<file path="src/rtl/axis_cfg_sched.sv">
// Round-robin descriptor scheduler: grants one requester, then emits ID/ADDR/LEN config beats and a gap.
// Optional feature macro: AXIS_CFG_SCHED_ZERO_LEN_DROP_EN (zero-length descriptors skip their beats).
module axis_cfg_sched #(
    parameter int NUM_REQ       = 2,
    parameter int CONFIG_ADDR   = 23,
    parameter int CONFIG_DATA   = 24,
    parameter int CONFIG_AWIDTH = 5,
    parameter int CONFIG_DWIDTH = 32,
    parameter int GAP_CYCLES    = 2
) (
    input  logic                             clk,
    input  logic                             rst_n,
    input  logic [NUM_REQ-1:0]               req_valid,
    output logic [NUM_REQ-1:0]               req_ready,
    input  logic [NUM_REQ*CONFIG_DWIDTH-1:0] req_id,
    input  logic [NUM_REQ*CONFIG_DWIDTH-1:0] req_address,
    input  logic [NUM_REQ*CONFIG_DWIDTH-1:0] req_length,
    input  logic                             cfg_hold,
    output logic [CONFIG_AWIDTH-1:0]         cfg_addr,
    output logic [CONFIG_DWIDTH-1:0]         cfg_data,
    output logic                             cfg_valid,
    output logic                             busy
);
    localparam int PW = (NUM_REQ > 1) ? $clog2(NUM_REQ) : 1;
    localparam logic [3:0] GAP_LOAD = (GAP_CYCLES > 1) ? 4'(GAP_CYCLES - 1) : 4'd0;

    typedef enum logic [4:0] {
        S_IDLE = 5'b00001,
        S_ID   = 5'b00010,
        S_ADDR = 5'b00100,
        S_LEN  = 5'b01000,
        S_GAP  = 5'b10000
    } state_t;

    state_t                     state_q, state_d;
    logic [PW-1:0]              ptr_q, ptr_d;
    logic [3:0]                 gap_cnt_q, gap_cnt_d;
    logic [CONFIG_DWIDTH-1:0]   id_q, id_d, addr_q, addr_d, len_q, len_d;
    logic [NUM_REQ-1:0]         req_ready_q, req_ready_d;
    logic                       cfg_valid_q, cfg_valid_d;
    logic [CONFIG_AWIDTH-1:0]   cfg_addr_q, cfg_addr_d;
    logic [CONFIG_DWIDTH-1:0]   cfg_data_q, cfg_data_d;
    logic                       busy_q, busy_d;
    logic                       found_s;
    logic [PW-1:0]              gnt_idx_s;

    // Round-robin search for the first valid requester at or after the pointer
    always_comb begin
        int idx;
        idx       = 0;
        found_s   = 1'b0;
        gnt_idx_s = '0;
        for (int k = 0; k < NUM_REQ; k++) begin
            idx = int'(ptr_q) + k;
            if (idx >= NUM_REQ) begin
                idx = idx - NUM_REQ;
            end else begin
                idx = idx;
            end
            if (!found_s && req_valid[idx]) begin
                found_s   = 1'b1;
                gnt_idx_s = PW'(idx);
            end else begin
                found_s   = found_s;
            end
        end
    end

    // Next-state and next-output logic; bus outputs lag the state by one cycle
    always_comb begin
        state_d     = state_q;
        ptr_d       = ptr_q;
        gap_cnt_d   = gap_cnt_q;
        id_d        = id_q;
        addr_d      = addr_q;
        len_d       = len_q;
        req_ready_d = '0;
        cfg_valid_d = 1'b0;
        cfg_addr_d  = '0;
        cfg_data_d  = '0;
        busy_d      = (state_q != S_IDLE);
        case (state_q)
            S_IDLE: begin
                if (!cfg_hold && found_s) begin
                    req_ready_d[gnt_idx_s] = 1'b1;
                    id_d    = req_id[int'(gnt_idx_s)*CONFIG_DWIDTH +: CONFIG_DWIDTH];
                    addr_d  = req_address[int'(gnt_idx_s)*CONFIG_DWIDTH +: CONFIG_DWIDTH];
                    len_d   = req_length[int'(gnt_idx_s)*CONFIG_DWIDTH +: CONFIG_DWIDTH];
                    state_d = S_ID;
                    if (int'(gnt_idx_s) == NUM_REQ - 1) begin
                        ptr_d = '0;
                    end else begin
                        ptr_d = gnt_idx_s + PW'(1);
                    end
`ifdef AXIS_CFG_SCHED_ZERO_LEN_DROP_EN
                    if (req_length[int'(gnt_idx_s)*CONFIG_DWIDTH +: CONFIG_DWIDTH] == '0) begin
                        state_d   = S_GAP;
                        gap_cnt_d = GAP_LOAD;
                    end else begin
                        state_d   = S_ID;
                    end
`else
                    gap_cnt_d = gap_cnt_q;
`endif
                end else begin
                    state_d = S_IDLE;
                end
            end
            S_ID: begin
                cfg_valid_d = 1'b1;
                cfg_addr_d  = CONFIG_AWIDTH'(CONFIG_ADDR);
                cfg_data_d  = id_q;
                state_d     = S_ADDR;
            end
            S_ADDR: begin
                cfg_valid_d = 1'b1;
                cfg_addr_d  = CONFIG_AWIDTH'(CONFIG_DATA);
                cfg_data_d  = addr_q;
                state_d     = S_LEN;
            end
            S_LEN: begin
                cfg_valid_d = 1'b1;
                cfg_addr_d  = CONFIG_AWIDTH'(CONFIG_DATA);
                cfg_data_d  = len_q;
                state_d     = S_GAP;
                gap_cnt_d   = GAP_LOAD;
            end
            S_GAP: begin
                if (gap_cnt_q == 4'd0) begin
                    state_d = S_IDLE;
                end else begin
                    gap_cnt_d = gap_cnt_q - 4'd1;
                end
            end
            default: begin
                state_d = S_IDLE;
            end
        endcase
    end

    // State, descriptor capture and registered outputs
    always_ff @(posedge clk or negedge rst_n) begin
        if (!rst_n) begin
            state_q     <= S_IDLE;
            ptr_q       <= '0;
            gap_cnt_q   <= 4'd0;
            id_q        <= '0;
            addr_q      <= '0;
            len_q       <= '0;
            req_ready_q <= '0;
            cfg_valid_q <= 1'b0;
            cfg_addr_q  <= '0;
            cfg_data_q  <= '0;
            busy_q      <= 1'b0;
        end else begin
            state_q     <= state_d;
            ptr_q       <= ptr_d;
            gap_cnt_q   <= gap_cnt_d;
            id_q        <= id_d;
            addr_q      <= addr_d;
            len_q       <= len_d;
            req_ready_q <= req_ready_d;
            cfg_valid_q <= cfg_valid_d;
            cfg_addr_q  <= cfg_addr_d;
            cfg_data_q  <= cfg_data_d;
            busy_q      <= busy_d;
        end
    end

    assign req_ready = req_ready_q;
    assign cfg_valid = cfg_valid_q;
    assign cfg_addr  = cfg_addr_q;
    assign cfg_data  = cfg_data_q;
    assign busy      = busy_q;

endmodule

</file>
<file path="config.mk">
export PLATFORM = sky130hd
export DESIGN_NAME = axis_cfg_sched
export DESIGN_NICKNAME = d
export VERILOG_FILES = /design/src/rtl/axis_cfg_sched.sv
export SDC_FILE = /design/constraint.sdc
export NUM_CORES = 1
export LEC_CHECK = 0
export ABC_CLOCK_PERIOD_IN_PS = 1890
export BUFFER_PORTS_ARGS = -buffer_cell sky130_fd_sc_hd__clkbuf_2
export CAP_MARGIN = 10
export CORE_ASPECT_RATIO = 1.2
export CORE_MARGIN = 2
export CORE_UTILIZATION = 52
export DETAILED_ROUTE_END_ITERATION = 16
export PLACE_DENSITY = 0.86
export SETUP_SLACK_MARGIN = 0.05
export SLEW_MARGIN = 30
export SYNTH_ARGS = -nofsm -noshare
export SYNTH_HDL_FRONTEND = slang
export SYNTH_SLANG_ARGS = --single-unit
</file>
<file path="constraint.sdc">
create_clock -name clk -period 1.89 [get_ports clk]
set_clock_uncertainty 0.15 [all_clocks]
set_input_delay 0.567 -clock clk [delete_from_list [all_inputs] [get_ports clk]]
set_output_delay 0.567 -clock clk [all_outputs]
set_load 0.05 [all_outputs]
</file>
## Word level (Yosys, flattened, before mapping)

Index checks and enable logic that the tools add are counted.

| cells by class | value |
|---|---|
| add/sub/neg operators | 5 |
| order comparisons | 6 |
| eq/ne operators | 8 |
| shift-type cells | 3 |
| mux-type cells | 25 |
| reductions and logical operators | 11 |

Operator list:

| operator | number |
|---|---|
| $shiftx A64 B7 Y32 | 3 |
| $pmux W32 S3 | 1 |
| $lt A32 B3 Y1 const B | 2 |
| $mux W32 | 2 |
| $pmux W5 S5 | 1 |
| $mux W1 | 13 |
| $pmux W5 S2 | 1 |
| $pmux W4 S2 | 1 |
| $mux W2 | 3 |
| $eq A5 B1 Y1 const B | 1 |
| $eq A5 B2 Y1 const B | 1 |
| $eq A5 B3 Y1 const B | 1 |
| $eq A5 B4 Y1 const B | 1 |
| $eq A5 B5 Y1 const B | 1 |
| $mux W5 | 1 |
| $ne A5 B1 Y1 const B | 1 |
| $logic_not A4 Y1 | 1 |
| $mux W4 | 1 |
| $ne A2 B2 Y1 const B | 2 |
| $reduce_and A2 Y1 | 2 |
| $sub A4 B1 Y4 const B | 1 |
| $logic_and A1 B1 Y1 | 3 |
| $reduce_or A3 Y1 | 1 |
| $sub A1 B2 Y3 const B | 1 |
| other kinds (11) | 12 |

| word-level totals | value |
|---|---|
| register bits after elaboration | 147 |
| bits of input ports | 197 |
| word-level logic and storage cells | 69 |

## Longest topological paths before layout

| depth | value |
|---|---|
| depth in word-level cells | 15 |
| gate-level depth with buffers | 7 |

## Worst setup path before layout

OpenSTA, ideal clock, no wires.

| timing | value |
|---|---|
| kind | in2reg |
| start | in req_valid[1] |
| end | reg ptr_q |
| library setup time | 0.125 ns |
| data arrival time | 1.597 ns |
| data required time | 1.615 ns |
| setup slack | 0.017 ns |
| stages | 6 |
| buffers on the path | 3 |
| path through | buf_4 -> o21ba_1 -> buf_2 -> and3_4 -> buf_6 -> mux2_4 |

| on the way | value |
|---|---|
| cells in the longest elaborated chain, start to end | 9 |
| elaborated cells on any way between the ends | 16 |
| classes of those cells | add/sub: 1; mux: 11; reduce/logical: 4 |

Ends and longest elaborated chain:

| item | RTL line | RTL |
|---|---|---|
| from (decl) | 13 | `input logic [NUM_REQ-1:0] req_valid,` |
| $mux W1 (not written as such) (3 in a row) | 60 | `if (!found_s && req_valid[idx]) begin` |
| $mux W1 | 60 |  |
| $logic_not A1 Y1 | 60 |  |
| $logic_and A1 B1 Y1 | 60 |  |
| $mux W1 | 60 |  |
| $add A1 B1 Y1 / $logic_and A1 B1 Y1 (equally long branches) | 93, 84 |  |
| $mux W1 / $reduce_and A2 Y1 (equally long branches) | - |  |
| to (signal assigned) | 157 | `ptr_q <= ptr_d;` |
| to (decl) | 36 | `logic [PW-1:0] ptr_q, ptr_d;` |

Several ways; a longest one is shown, not always the timed one. The select of a mux whose other input is x is not followed.
A chain may end at the register's enable or synchronous reset.

## Worst setup path after layout

| timing | value |
|---|---|
| start | reg cfg_data_q[31], in the netlist cfg_data[31] |
| end | out cfg_data[31] |

RTL lines:

| item | RTL line | RTL |
|---|---|---|
| from (decl) | 42 | `logic [CONFIG_DWIDTH-1:0] cfg_data_q, cfg_data_d;` |
| from (signal assigned) | 165 | `cfg_data_q <= cfg_data_d;` |
| to (decl) | 20 | `output logic [CONFIG_DWIDTH-1:0] cfg_data,` |

No word-level cell between the ends.

==> results.json <==
{
  "std_cell_rows": 48,
  "numPortBuffers": 237,
  "leakage_nw": 4.38,
  "min_delay_path_depth": 3,
  "synth_top_area_frac": 0.467,
  "area_growth_pct": 25.9,
  "clock-sinks": 144,
  "synthDistinctLibCells": 38,
  "hold-path-endpoint": "addr_q[23]",
  "period_needed_ns": 1.81,
  "rrSetupSlack_ns": 0.09,
  "start_kind": "flop",
  "p_comb_frac": 0.390,
  "fp.dieW_um": 115,
  "finalCritPeriodShare": 0.956,
  "h-tree-depth": 4,
  "n_fill_cell": 1127,
  "drc": 0,
  "grt_max_degree": 91,
  "synth_nets": 975,
  "synth_edf_count": 0,
  "worst-setup-path-type": "reg -> out",
  "syn-cell-area_um2": 7660,
  "drtIter0Drc": 923,
  "post-route-util": 0.669,
  "critical_path.top_delay_family": "flip-flops",
  "crit_buf_inv": 1,
  "switching_share": 0.395,
  "place.gp.congestion": 0.870,
  "postLayoutCellArea_um2": 9640,
  "avgSynthCellArea_um2": 9.86,
  "worstPathArrival_ns": 1.09,
  "synth_top_area_cell": "dfrtp_1",
  "grt_usage": 0.302,
  "switching_power_mw": 5.43,
  "synthCells": 777,
  "overflow": 0,
  "antenna_left": 0,
  "die_h_um": 137,
  "seqPwrFrac": 0.370,
  "vdd_drop_max_mv": 0.731,
  "path_depth": 1,
  "hold_viol_final": 0,
  "via_per_inst": 6.43,
  "start_util": 0.532,
  "finalMaxSlewViolations": 0,
  "fp.dieArea_um2": 15700,
  "grt_pass1_wl_mm": 36.7,
  "clk_pin_slew_ns": 0.06,
  "reg2reg_depth": 4,
  "worstPathCellList": "clkbuf_4",
  "first_global_vias": 6926,
  "routed_wl_mm": 23.8,
  "clockRootBuffer": "clkbuf_16",
  "synthTopCellsByArea": "dfrtp_1, a31oi_1, nand3b_1",
  "worstSetupEndpointType": "primary output",
  "io_pins": 238,
  "routedWlPerCell_um": 20.6,
  "cts_buffer_depth": 2,
  "rsz0062_at_grt": "yes",
  "ys.flop_type": "dfrtp_1",
  "layout.nets": 1167,
  "synth_seq_cells": 144,
  "dr_total_vias": 7431,
  "ys_seq_area_frac": 0.470,
  "first_pass_iters": 5,
  "worstReg2RegEnd": "cfg_data[23]",
  "placed_cell_area_um2": 8970,
  "hpwlAfterDp_mm": 16.1,
  "pwr-share-clk": 0.241,
  "min_from": "req_address[23]",
  "run_status": "complete, no violations",
  "drive_above_1_share": 0.356,
  "timing.fmax_mhz": 554,
  "worstPathRequired_ns": 1.17,
  "postSynth.asyncResetShare": 1.00,
  "min_path_type": "in -> reg",
  "crit_fanout": 1,
  "numCtsBuffers": 17,
  "worstReg2RegStart": "state_q[0]",
  "slew_headroom": 0.619,
  "clk_latency_ns": 0.42,
  "max_cap_violations": 0,
  "p_int_mw": 8.33,
  "cts_tree": "yes",
  "max_stage_delay_ns": 0.41,
  "setup_viol": 0,
  "tightest_slew_ns": 0.572,
  "core_area_um2": 14400,
  "cp_slowest_cell": "dfrtp_1",
  "synth_warnings": 0,
  "antenna_found_initial": 1,
  "p_per_area_nw_per_um2": 1430
}
worst max path at each step:
stage,slack (ns),start,end
3_5_place_dp,-0.04,cfg_hold,len_q[18]
4_1_cts,0.06,state_q[0],id_q[7]
3_3_place_gp,0.03,cfg_hold,addr_q[6]
5_1_grt,0.03,state_q[0],len_q[15]
6_report,0.08,cfg_data[31],cfg_data[31]
2_1_floorplan,0.05,req_valid[1],ptr_q
sequential cells by signal, indices dropped and copies added, names as in the netlist:
name / count
addr_q: 32
busy: 1
cfg_addr: 3
cfg_data: 32
gap_cnt_q: 4
id_q: 32
len_q: 32
ptr_q: 1
req_ready: 2
state_q: 5
final cells by class:
type	count	area (um2)	area share
flip-flops and latches	144	3610	0.374
multi-input cells	491	3370	0.350
repair buffers	277	1720	0.179
clock buffers	20	467	0.0484
well taps	175	219	0.0227
inverters	38	143	0.0148
clock inverters	10	113	0.0117
diodes	1	2.50	0.000259
cells in the mapped netlist, types with 2 or more instances:
cell,number
a21oi_1,2
a221o_1,32
a31o_1,2
a31oi_1,193
buf_2,24
buf_4,7
buf_6,18
clkbuf_1,56
dfrtp_1,143
inv_1,37
mux2i_1,2
nand2b_1,3
nand3b_1,96
nand4_1,2
nor2_1,6
nor2b_1,4
nor3_1,5
nor3_2,29
o21ai_0,97
power by group through the flow:
| stage | clock (mW) | sequential [mW] | combinational, mW |
|---|---|---|---|
| 2_1_floorplan | 0 | 5.32 | 3.38 |
| 3_3_place_gp | 0 | 5.06 | 4.98 |
| 3_5_place_dp | 0 | 5.07 | 5.16 |
| 4_1_cts | 3.32 | 5.05 | 5.20 |
| 5_1_grt | 3.47 | 5.18 | 5.83 |
| 6_report | 3.31 | 5.09 | 5.36 |
cells by family after synthesis:
group / share of synthesized area
adder cells (fa/ha/maj): 0.00163
multiplexers: 0.00457
flip-flops: 0.470
AO/OA/AOI/OAI: 0.271
AND/OR/NAND/NOR: 0.156
buffers and inverters: 0.0950
XOR/XNOR: 0.00114
cells in the final DEF, fill, tap and decap left out, types with 2 or more instances in the layout:
| master | Yosys | final |
|---|---|---|
| clkbuf_2 | 0 | 231 |
| a31oi_1 | 193 | 193 |
| dfrtp_1 | 143 | 142 |
| o21ai_0 | 97 | 97 |
| nand3b_1 | 96 | 96 |
| inv_1 | 37 | 37 |
| a221o_1 | 32 | 32 |
| nor3_2 | 29 | 30 |
| buf_4 | 7 | 20 |
| clkbuf_16 | 0 | 18 |
| buf_12 | 0 | 15 |
| nor2_1 | 6 | 6 |
| nor3_1 | 5 | 4 |
| clkinv_2 | 0 | 4 |
| buf_6 | 18 | 4 |
| clkbuf_8 | 0 | 3 |
| buf_2 | 24 | 3 |
| nor2b_4 | 0 | 2 |
| nand2b_1 | 3 | 2 |
| nor2b_1 | 4 | 2 |
| nand4_1 | 2 | 2 |
| a31o_1 | 2 | 2 |
| a21oi_1 | 2 | 2 |
| mux2i_1 | 2 | 2 |
| clkinv_4 | 0 | 2 |
| bufinv_16 | 0 | 2 |
| clkinvlp_4 | 0 | 2 |
through the flow:
| stage | power (mW) | setup TNS [ns] | hold slack [ns] | setup WS (ns) | std cells |
|---|---|---|---|---|---|
| 6_report | 13.8 | 0 | 0.245 | 0.0836 | 1156 |
| 5_1_grt | 14.5 | 0 | 0.258 | 0.0321 | 1155 |
| 4_1_cts | 13.6 | 0 | 0.242 | 0.0550 | 1151 |
| 3_5_place_dp | 10.2 | -0.501 | 0.343 | -0.0405 | 1120 |
| 3_3_place_gp | 10.0 | 0 | 0.336 | 0.0256 | 1120 |
| 2_1_floorplan | 8.69 | 0 | 0.121 | 0.0507 | 777 |
layer usage:
| metal | vias to the layer above | share of wire | GRT usage |
|---|---|---|---|
| li1 | 3345 | - | - |
| met1 | 3540 | 0.41 | 0.425 |
| met2 | 476 | 0.47 | 0.461 |
| met3 | 70 | 0.087 | 0.0527 |
| met4 | 0 | 0.036 | 0.127 |
| met5 | - | 0 | 0 |
repair_timing:
| action | 4_1_cts | 5_1_grt |
|---|---|---|
| endpoints found under the hold margin | 36 | 0 |
| endpoints found under the setup margin | 22 | 43 |
| gates cloned | 0 | 2 |
| gates resized for setup | 2 | 10 |
| setup buffers | 0 | 2 |
| pin swaps | 1 | 0 |
| hold buffers | 1 | 0 |
Note: power is estimated with default switching activity, not from simulation.
